<file path="config.mk">
export PLATFORM = sky130hd
export DESIGN_NAME = serial_loader
export DESIGN_NICKNAME = d
export VERILOG_FILES = /design/src/rtl/serial_loader.sv
export SDC_FILE = /design/constraint.sdc
export NUM_CORES = 1
export LEC_CHECK = 0
export CORE_ASPECT_RATIO = 0.9
export CORE_UTILIZATION = 30
export CTS_CLUSTER_DIAMETER = 80
export DETAILED_ROUTE_END_ITERATION = 6
export HOLD_SLACK_MARGIN = 0.12
export SLEW_MARGIN = 20
export SYNTH_ARGS = -nofsm -noshare
export SYNTH_HDL_FRONTEND = slang
export SYNTH_SLANG_ARGS = --single-unit
</file>
<file path="constraint.sdc">
create_clock -name clk -period 4.7 [get_ports clk]
set_input_delay 0.94 -clock clk [delete_from_list [all_inputs] [get_ports clk]]
set_output_delay 0.94 -clock clk [all_outputs]
set_load 0.005 [all_outputs]
</file>
<file path="src/rtl/serial_loader.sv">
// UART (8N1) host-command loader: 'W' writes a block of bytes to memory, 'G' issues a run request.
// Optional SERIAL_LOADER_CHECKSUM_EN adds a trailing mod-256 checksum byte to each 'W' command.
module serial_loader #(
  parameter int CLK_HZ = 12000000,
  parameter int BAUD   = 9600
) (
  input  logic        clk,
  input  logic        reset,
  input  logic        rx,
  output logic [15:0] mem_addr,
  output logic [7:0]  mem_data,
  output logic        mem_we,
  input  logic        mem_ready,
  output logic        busy,
  output logic        run,
  output logic [15:0] run_addr,
  output logic        err
);
  localparam int DIVIDER = CLK_HZ / BAUD;
  localparam int HALF    = DIVIDER / 2;
  localparam int CW      = (DIVIDER > 2) ? $clog2(DIVIDER) : 1;

  // ---------------- receiver ----------------
  typedef enum logic [2:0] {R_IDLE, R_START, R_DATA, R_STOP, R_WAIT} rx_state_t;

  logic [1:0]    sync_reg;
  logic          rx_prev_reg;
  logic          rx_s;
  rx_state_t     rx_state_reg, rx_state_next;
  logic [CW-1:0] cnt_reg, cnt_next;
  logic [2:0]    bit_reg, bit_next;
  logic [7:0]    shift_reg, shift_next;
  logic          byte_valid;
  logic          frame_err;

  assign rx_s = sync_reg[1];

  always_ff @(posedge clk or posedge reset) begin
    if (reset) begin
      sync_reg     <= 2'b11;
      rx_prev_reg  <= 1'b1;
      rx_state_reg <= R_IDLE;
      cnt_reg      <= '0;
      bit_reg      <= '0;
      shift_reg    <= '0;
    end else begin
      sync_reg     <= {sync_reg[0], rx};
      rx_prev_reg  <= rx_s;
      rx_state_reg <= rx_state_next;
      cnt_reg      <= cnt_next;
      bit_reg      <= bit_next;
      shift_reg    <= shift_next;
    end
  end

  always_comb begin
    rx_state_next = rx_state_reg;
    cnt_next      = cnt_reg + 1'b1;
    bit_next      = bit_reg;
    shift_next    = shift_reg;
    byte_valid    = 1'b0;
    frame_err     = 1'b0;
    case (rx_state_reg)
      R_IDLE: begin
        cnt_next = '0;
        if (rx_prev_reg && !rx_s) rx_state_next = R_START;
      end
      R_START: begin
        if (cnt_reg == CW'(HALF - 1)) begin
          cnt_next = '0;
          bit_next = '0;
          rx_state_next = rx_s ? R_IDLE : R_DATA;
        end
      end
      R_DATA: begin
        if (cnt_reg == CW'(DIVIDER - 1)) begin
          cnt_next   = '0;
          shift_next = {rx_s, shift_reg[7:1]};
          bit_next   = bit_reg + 3'd1;
          if (bit_reg == 3'd7) rx_state_next = R_STOP;
        end
      end
      R_STOP: begin
        if (cnt_reg == CW'(DIVIDER - 1)) begin
          cnt_next = '0;
          if (rx_s) begin
            byte_valid    = 1'b1;
            rx_state_next = R_IDLE;
          end else begin
            frame_err     = 1'b1;
            rx_state_next = R_WAIT;
          end
        end
      end
      R_WAIT: begin
        // a broken frame may leave the line low; only re-arm once it idles high
        cnt_next = '0;
        if (rx_s) rx_state_next = R_IDLE;
      end
      default: rx_state_next = R_IDLE;
    endcase
  end

  // ---------------- command parser ----------------
  typedef enum logic [3:0] {
    IDLE, W_AH, W_AL, W_CNT, W_DATA, W_WRITE, G_AH, G_AL
`ifdef SERIAL_LOADER_CHECKSUM_EN
    , W_CSUM
`endif
  } state_t;

  state_t      state_reg, state_next;
  logic [15:0] addr_next;
  logic [7:0]  data_next;
  logic        we_reg, we_next;
  logic [7:0]  remain_reg, remain_next;
  logic [15:0] run_addr_next;
  logic        run_next;
  logic        err_next;
  logic        last_write;
`ifdef SERIAL_LOADER_CHECKSUM_EN
  logic [7:0]  sum_reg, sum_next;
`endif

  // an arriving byte during a pending write cancels the handshake in that same cycle
  assign mem_we = we_reg & ~byte_valid;
  assign busy   = (state_reg != IDLE);

  always_ff @(posedge clk or posedge reset) begin
    if (reset) begin
      state_reg  <= IDLE;
      mem_addr   <= '0;
      mem_data   <= '0;
      we_reg     <= 1'b0;
      remain_reg <= '0;
      run_addr   <= '0;
      run        <= 1'b0;
      err        <= 1'b0;
`ifdef SERIAL_LOADER_CHECKSUM_EN
      sum_reg    <= '0;
`endif
    end else begin
      state_reg  <= state_next;
      mem_addr   <= addr_next;
      mem_data   <= data_next;
      we_reg     <= we_next;
      remain_reg <= remain_next;
      run_addr   <= run_addr_next;
      run        <= run_next;
      err        <= err_next;
`ifdef SERIAL_LOADER_CHECKSUM_EN
      sum_reg    <= sum_next;
`endif
    end
  end

  // a stored count of 0 naturally stands for 256 bytes
  assign last_write = (remain_reg == 8'd1);

  always_comb begin
    state_next    = state_reg;
    addr_next     = mem_addr;
    data_next     = mem_data;
    we_next       = we_reg;
    remain_next   = remain_reg;
    run_addr_next = run_addr;
    run_next      = 1'b0;
    err_next      = err;
`ifdef SERIAL_LOADER_CHECKSUM_EN
    sum_next      = sum_reg;
`endif
    case (state_reg)
      IDLE: if (byte_valid) begin
        if (shift_reg == 8'h57) begin
          state_next = W_AH;
          err_next   = 1'b0;
        end else if (shift_reg == 8'h47) begin
          state_next = G_AH;
          err_next   = 1'b0;
        end
      end
      W_AH: if (byte_valid) begin
        addr_next[15:8] = shift_reg;
        state_next      = W_AL;
      end
      W_AL: if (byte_valid) begin
        addr_next[7:0] = shift_reg;
        state_next     = W_CNT;
      end
      W_CNT: if (byte_valid) begin
        remain_next = shift_reg;
        state_next  = W_DATA;
      end
      W_DATA: if (byte_valid) begin
        data_next  = shift_reg;
        we_next    = 1'b1;
        state_next = W_WRITE;
      end
      W_WRITE: begin
        if (byte_valid) begin
          err_next   = 1'b1;
          we_next    = 1'b0;
          state_next = IDLE;
        end else if (mem_ready) begin
          we_next     = 1'b0;
          addr_next   = mem_addr + 16'd1;
          remain_next = remain_reg - 8'd1;
`ifdef SERIAL_LOADER_CHECKSUM_EN
          state_next  = last_write ? W_CSUM : W_DATA;
`else
          state_next  = last_write ? IDLE : W_DATA;
`endif
        end
      end
      G_AH: if (byte_valid) begin
        run_addr_next[15:8] = shift_reg;
        state_next          = G_AL;
      end
      G_AL: if (byte_valid) begin
        run_addr_next[7:0] = shift_reg;
        run_next           = 1'b1;
        state_next         = IDLE;
      end
`ifdef SERIAL_LOADER_CHECKSUM_EN
      W_CSUM: if (byte_valid) begin
        if (8'(sum_reg + shift_reg) != 8'h00) err_next = 1'b1;
        state_next = IDLE;
      end
`endif
      default: state_next = IDLE;
    endcase

`ifdef SERIAL_LOADER_CHECKSUM_EN
    if (byte_valid) begin
      if (state_reg == IDLE)
        sum_next = 8'h00;
      else if (state_reg inside {W_AH, W_AL, W_CNT, W_DATA})
        sum_next = sum_reg + shift_reg;
    end
`endif

    if (frame_err) begin
      state_next = IDLE;
      we_next    = 1'b0;
      err_next   = 1'b1;
      run_next   = 1'b0;
    end
  end
endmodule

</file>
; Word level (Yosys, flattened, before mapping)
; Index checks and enable logic that the tools add are counted.
[totals]
word_cells = 141
out_inout_bits = 44
input_bits = 4
register_bits = 83
[op_classes]
n_eq_ne = 38
add_sub_neg = 4
mux = 56
n_reduce_logical = 25
bitwise = 2
[ops]
columns = cell, n
row1 = 4-bit 2-to-1 mux, 12
row2 = 8-bit one-hot mux with 2 select lines, 3
row3 = 11-bit one-hot mux with 3 select lines, 1
row4 = 16-bit 2-to-1 mux, 2
row5 = 4-bit one-hot mux with 8 select lines, 1
row6 = 3-bit 2-to-1 mux, 10
row7 = 8-bit 2-to-1 mux, 3
row8 = "3-bit inequality test, second input constant", 8
row9 = 11-bit 2-to-1 mux, 2
row10 = "2-bit inequality test, second input constant", 11
row11 = 1-bit 2-to-1 mux, 17
row12 = "16-bit by 1-bit adder with 16-bit output, second input constant", 1
row13 = "4-bit by 3-bit == test with 1-bit output, second input constant", 4
row14 = "8-bit by 7-bit == test with 1-bit output, second input constant", 2
row15 = 4-bit AND reduction, 4
row16 = 3-bit one-hot mux with 5 select lines, 1
row17 = "11-bit by 1-bit adder with 11-bit output, second input constant", 1
row18 = "11-bit by 10-bit == test with 1-bit output, second input constant", 1
row19 = "11-bit == test, second input constant", 1
row20 = 9-bit AND reduction, 1
row21 = "4-bit by 2-bit == test with 1-bit output, second input constant", 2
row22 = "8-bit by 1-bit == test with 1-bit output, second input constant", 1
row23 = "4-bit inequality test, second input constant", 2
row24 = 2-bit AND reduction, 4
row25 = other kinds (21), 30

; Logic depth before layout (Yosys ltp)
[depth]
word_depth = 6
ltp_mapped = 9
ltp_nobuf = 7

; Worst setup path before layout
; OpenSTA, ideal clock, no wires.
[synth_path]
kind = flip-flop to output port
start = reg sync_reg[1]
end = out mem_we
arrival_ps = 1678
path_buffers = 2
required_time_ps = 3760
slack_ps = 2082
stages_incl_launch_ff = 6
cell_sequence = dfstp_2 > clkbuf_1 > nand4b_1 > or4_4 > buf_6 > and2_1
[synth_between]
elab_chain_len = 5
[synth_rtl]
columns = element, line
row1 = from (decl), 26  ; logic [1:0] sync_reg;
row2 = from (signal assigned), 47  ; sync_reg <= {sync_reg[0], rx};
row3 = 1-bit 2-to-1 mux, 86  ; if (rx_s) begin
row4 = 1-bit 2-to-1 mux, 84  ; if (cnt_reg == CW'(DIVIDER - 1)) begin
row5 = 1-bit 2-to-1 mux, 63  ; case (rx_state_reg)
row6 = 1-bit inverter, 126  ; assign mem_we = we_reg & ~byte_valid;
row7 = 1-bit bitwise AND, 126
row8 = to (decl), 12  ; output logic mem_we,
; Every way passes these cells.

; Worst setup path in the final report
[layout_path]
start = reg cnt_reg[2]
end = out mem_we
[layout_between]
elab_chain_len = 5
[layout_rtl]
columns = element, line
row1 = from (decl), 30  ; logic [CW-1:0] cnt_reg, cnt_next;
row2 = from (signal assigned), 50  ; cnt_reg <= cnt_next;
row3 = 11-bit == test, 84
row4 = 1-bit 2-to-1 mux, 84
row5 = 1-bit 2-to-1 mux, 63
row6 = 1-bit inverter, 126
row7 = 1-bit bitwise AND, 126
; Every way passes these cells.

==> results.toml <==
[clocking]
htree_levels = 3
postCtsSetupBuffers = 0
cts.sinks = 82
clk_path_buf_depth = 2
cts_hold_buf = 0
post_cts_resized = 0
clk_latency_ns = 0.34
clkTransAtPathRegs_ns = 0.06
clock_tree.root_cell = "clkbuf_16"
cts_buffers = 9
cts_tree = "done"

[worst_setup_path]
critPathArrivalTime_ns = 2.48
crit_required_ns = 3.76
path_max_fanout = 9
cp_cell_sequence = "or3_4 -> or4_4 -> and2_1 -> clkdlybuf4s50_1"
critPathTopFamily = "simple AND/OR/NAND/NOR gates"
crit_path_end_kind = "output port"
worstRegToRegCells = 5
crit_path_max_incr_delay_ns = 0.63
cp_slowest_cell = "or4_4"
startpoint_type = "flop"
critPathBufInv = 1
path_depth = 4
worstSetupPathType = "reg -> out"

[hold_path]
hold_class = "reg -> reg"
whs_path_depth = 0

[synth]
async_reset_ff_share_pct = 100.0
synthFlopType = "dfrtp_1"
synth_enable_flop_cells = 0
synth_area_mm2 = 0.004202
yosysWarnings = 0
synth_cell_types = 60
yosysSeqAreaShare_pct = 48.93
syn_inst = 414
syn_nets = 426
synth-seq-cells = 82
synth_area_per_cell_um2 = 10.15

[timing]
rsz0062_at_grt = "false"
post-route-period-util_pct = 72.83
hold_viol_final = 0
worst_pin_slew_ns = 0.8822
post-route-min-period_ns = 3.423
relSlewSlack_pct = 41.19
slew_viol_final = 0
finClkSkew_ns = 0.01083
finalSetupViolCount = 0
fmax_ghz = 0.2921
finalSetupTns_ns = 0

[die]
num_rows = 40
die_x_um = 126.7
initial_utilization_pct = 31.09
dieHeight_um = 114.3
io_pins = 48
core_mm2 = 0.01351
die-area_mm2 = 0.01448

[global_routing]
grt.total_usage_pct = 15.33
antenna_found_initial = 0
grt_pass1_vias = 3317
grt_max_degree = 57
grt_overflow = 0
grt_first_pass_wirelength_um = 17280

[cells_and_area]
mostFrequentLayoutCells = "dfrtp_1, clkdlybuf4s50_1, nor2_1, mux2_2, nand2_1"
nFillCells = 1360
area_delta_synth_final_pct = 22.57
final_common_cell = "dfrtp_1"
drive_gt1_share_pct = 14.22
antennaDiodeCount = 0
nNetsFinal = 464

[detailed_routing]
num_vias = 3320
drt-total-wl_um = 10290
drt.antenna.violating_nets = 0
drtPass1Iterations = 5
drtIter0Drc = 194
avgRoutedWirePerCell_um = 16.46
drc = 0
via_per_inst = 5.312

[placement]
hpwl_um = 6966
place_congestion = 0.8451
io_buffers = 47

[status]
outcome = "finished, final reports clean"

[power]
p_per_area_mw_per_mm2 = 326.1
peakVddDrop_mv = 0.1816
internal_power_mw = 1.263
power.share.switching_pct = 24.80
p_leak_nw = 2.143
seqPwrFrac_pct = 46.7
pwr-share-comb_pct = 6.7
p_sw_mw = 0.4165
clockPowerShare_pct = 46.6
power_mw = 1.679

[flow_run]
drv_cap = 0
stage by stage:
stage               utilization, %  hold slack [ns]  instances  worst slack (ns)  cell area, um^2
detailed placement           35.63           0.3516        609             1.619             4815
global placement             35.63           0.3517        609             1.645             4815
CTS                          38.07           0.3554        625             1.248             5145
floorplan                        -           0.3452        414             1.657             4202
finish                       38.11           0.3514        625             1.277             5150
global route                 38.11           0.3557        625             1.215             5150
layout make-up:
class	count	area [um^2]	share of cell area [%]
clock buffer	9	225.2	4.373
clock inverter	7	105.1	2.041
inverter	13	51.30	0.9961
multi-input combinational	296	2009	39.02
sequential	82	2056	39.92
tap	168	210.2	4.082
timing repair buffer	50	493.0	9.572
power by group through the flow:
stage | clock, mW | sequential, mW | combinational [mW]
3_5_place_dp | 0 | 0.796 | 0.115
6_report | 0.783 | 0.785 | 0.112
3_3_place_gp | 0 | 0.793 | 0.110
4_1_cts | 0.799 | 0.784 | 0.115
2_1_floorplan | 0 | 0.784 | 0.0921
5_1_grt | 0.837 | 0.792 | 0.132
per-layer routing:
metal  global-route usage (%)  vias to the layer above  wire length [um]
met2                    22.69                       91              4627
li1                         -                     1580                 -
met5                        0                        -                 0
met3                    4.393                       14               674
met1                    21.07                     1635              4828
met4                    6.190                        0               158
synthesized netlist by cell type (all sizes together) (2+ instances only):
| cell | instances | area share, % |
|---|---|---|
| o21ai | 23 | 2.7 |
| nor3 | 19 | 2.3 |
| o22ai | 2 | 0.30 |
| and3 | 6 | 0.89 |
| nand4b | 3 | 0.63 |
| nand3b | 2 | 0.36 |
| clkbuf | 21 | 1.9 |
| dfrtp | 79 | 47 |
| nand4 | 2 | 0.30 |
| dfstp | 3 | 1.9 |
| o2bb2ai | 3 | 0.63 |
| and4 | 5 | 1.0 |
| xnor2 | 9 | 1.9 |
| or3 | 4 | 0.71 |
| nor2 | 41 | 3.7 |
| inv | 13 | 1.2 |
| ha | 8 | 2.4 |
| nand2 | 29 | 2.6 |
| nand2b | 6 | 0.89 |
| and3b | 2 | 0.42 |
| nand3 | 15 | 1.8 |
| o31ai | 2 | 0.36 |
| nor4 | 6 | 1.4 |
| mux2 | 33 | 8.9 |
| buf | 2 | 0.45 |
| a211oi | 4 | 0.83 |
| a31oi | 8 | 1.2 |
| o31a | 3 | 0.63 |
| nor4b | 2 | 0.42 |
| mux2i | 3 | 0.71 |
| o22a | 8 | 1.7 |
| and2 | 4 | 0.60 |
| a21oi | 21 | 2.5 |
| o32a | 4 | 0.95 |
worst reg2reg max path: cells and delay by family (launching register included):
family / cells / cell delay (ns)
flip-flops: 1 / 0.44
AND/OR/NAND/NOR: 2 / 1.08
multiplexers: 1 / 0.74
AO/OA/AOI/OAI: 2 / 0.30
worst paths after layout:
path / from / end / slack [ns]
max in group asynchronous: reset / rx_prev_reg / 2.75
min reg2reg: sync_reg[0] / sync_reg[1] / 0.35
max: cnt_reg[2] / mem_we / 1.28
min: sync_reg[0] / sync_reg[1] / 0.35
min in group asynchronous: reset / mem_data[5] / 1.08
max reg2reg: cnt_reg[2] / mem_addr[4] / 2.03
cell families after synthesis:
group           count (synthesis)  share of synthesized area [%]
xor+xnor                       10                          2.085
flops                          82                          48.93
mux                            36                          9.649
fa+ha+maj                       8                          2.382
buf+inv                        36                          3.484
compound gates                 90                          14.24
simple gates                  152                          19.24
No activity file was read; power rests on OpenSTA's default activity.
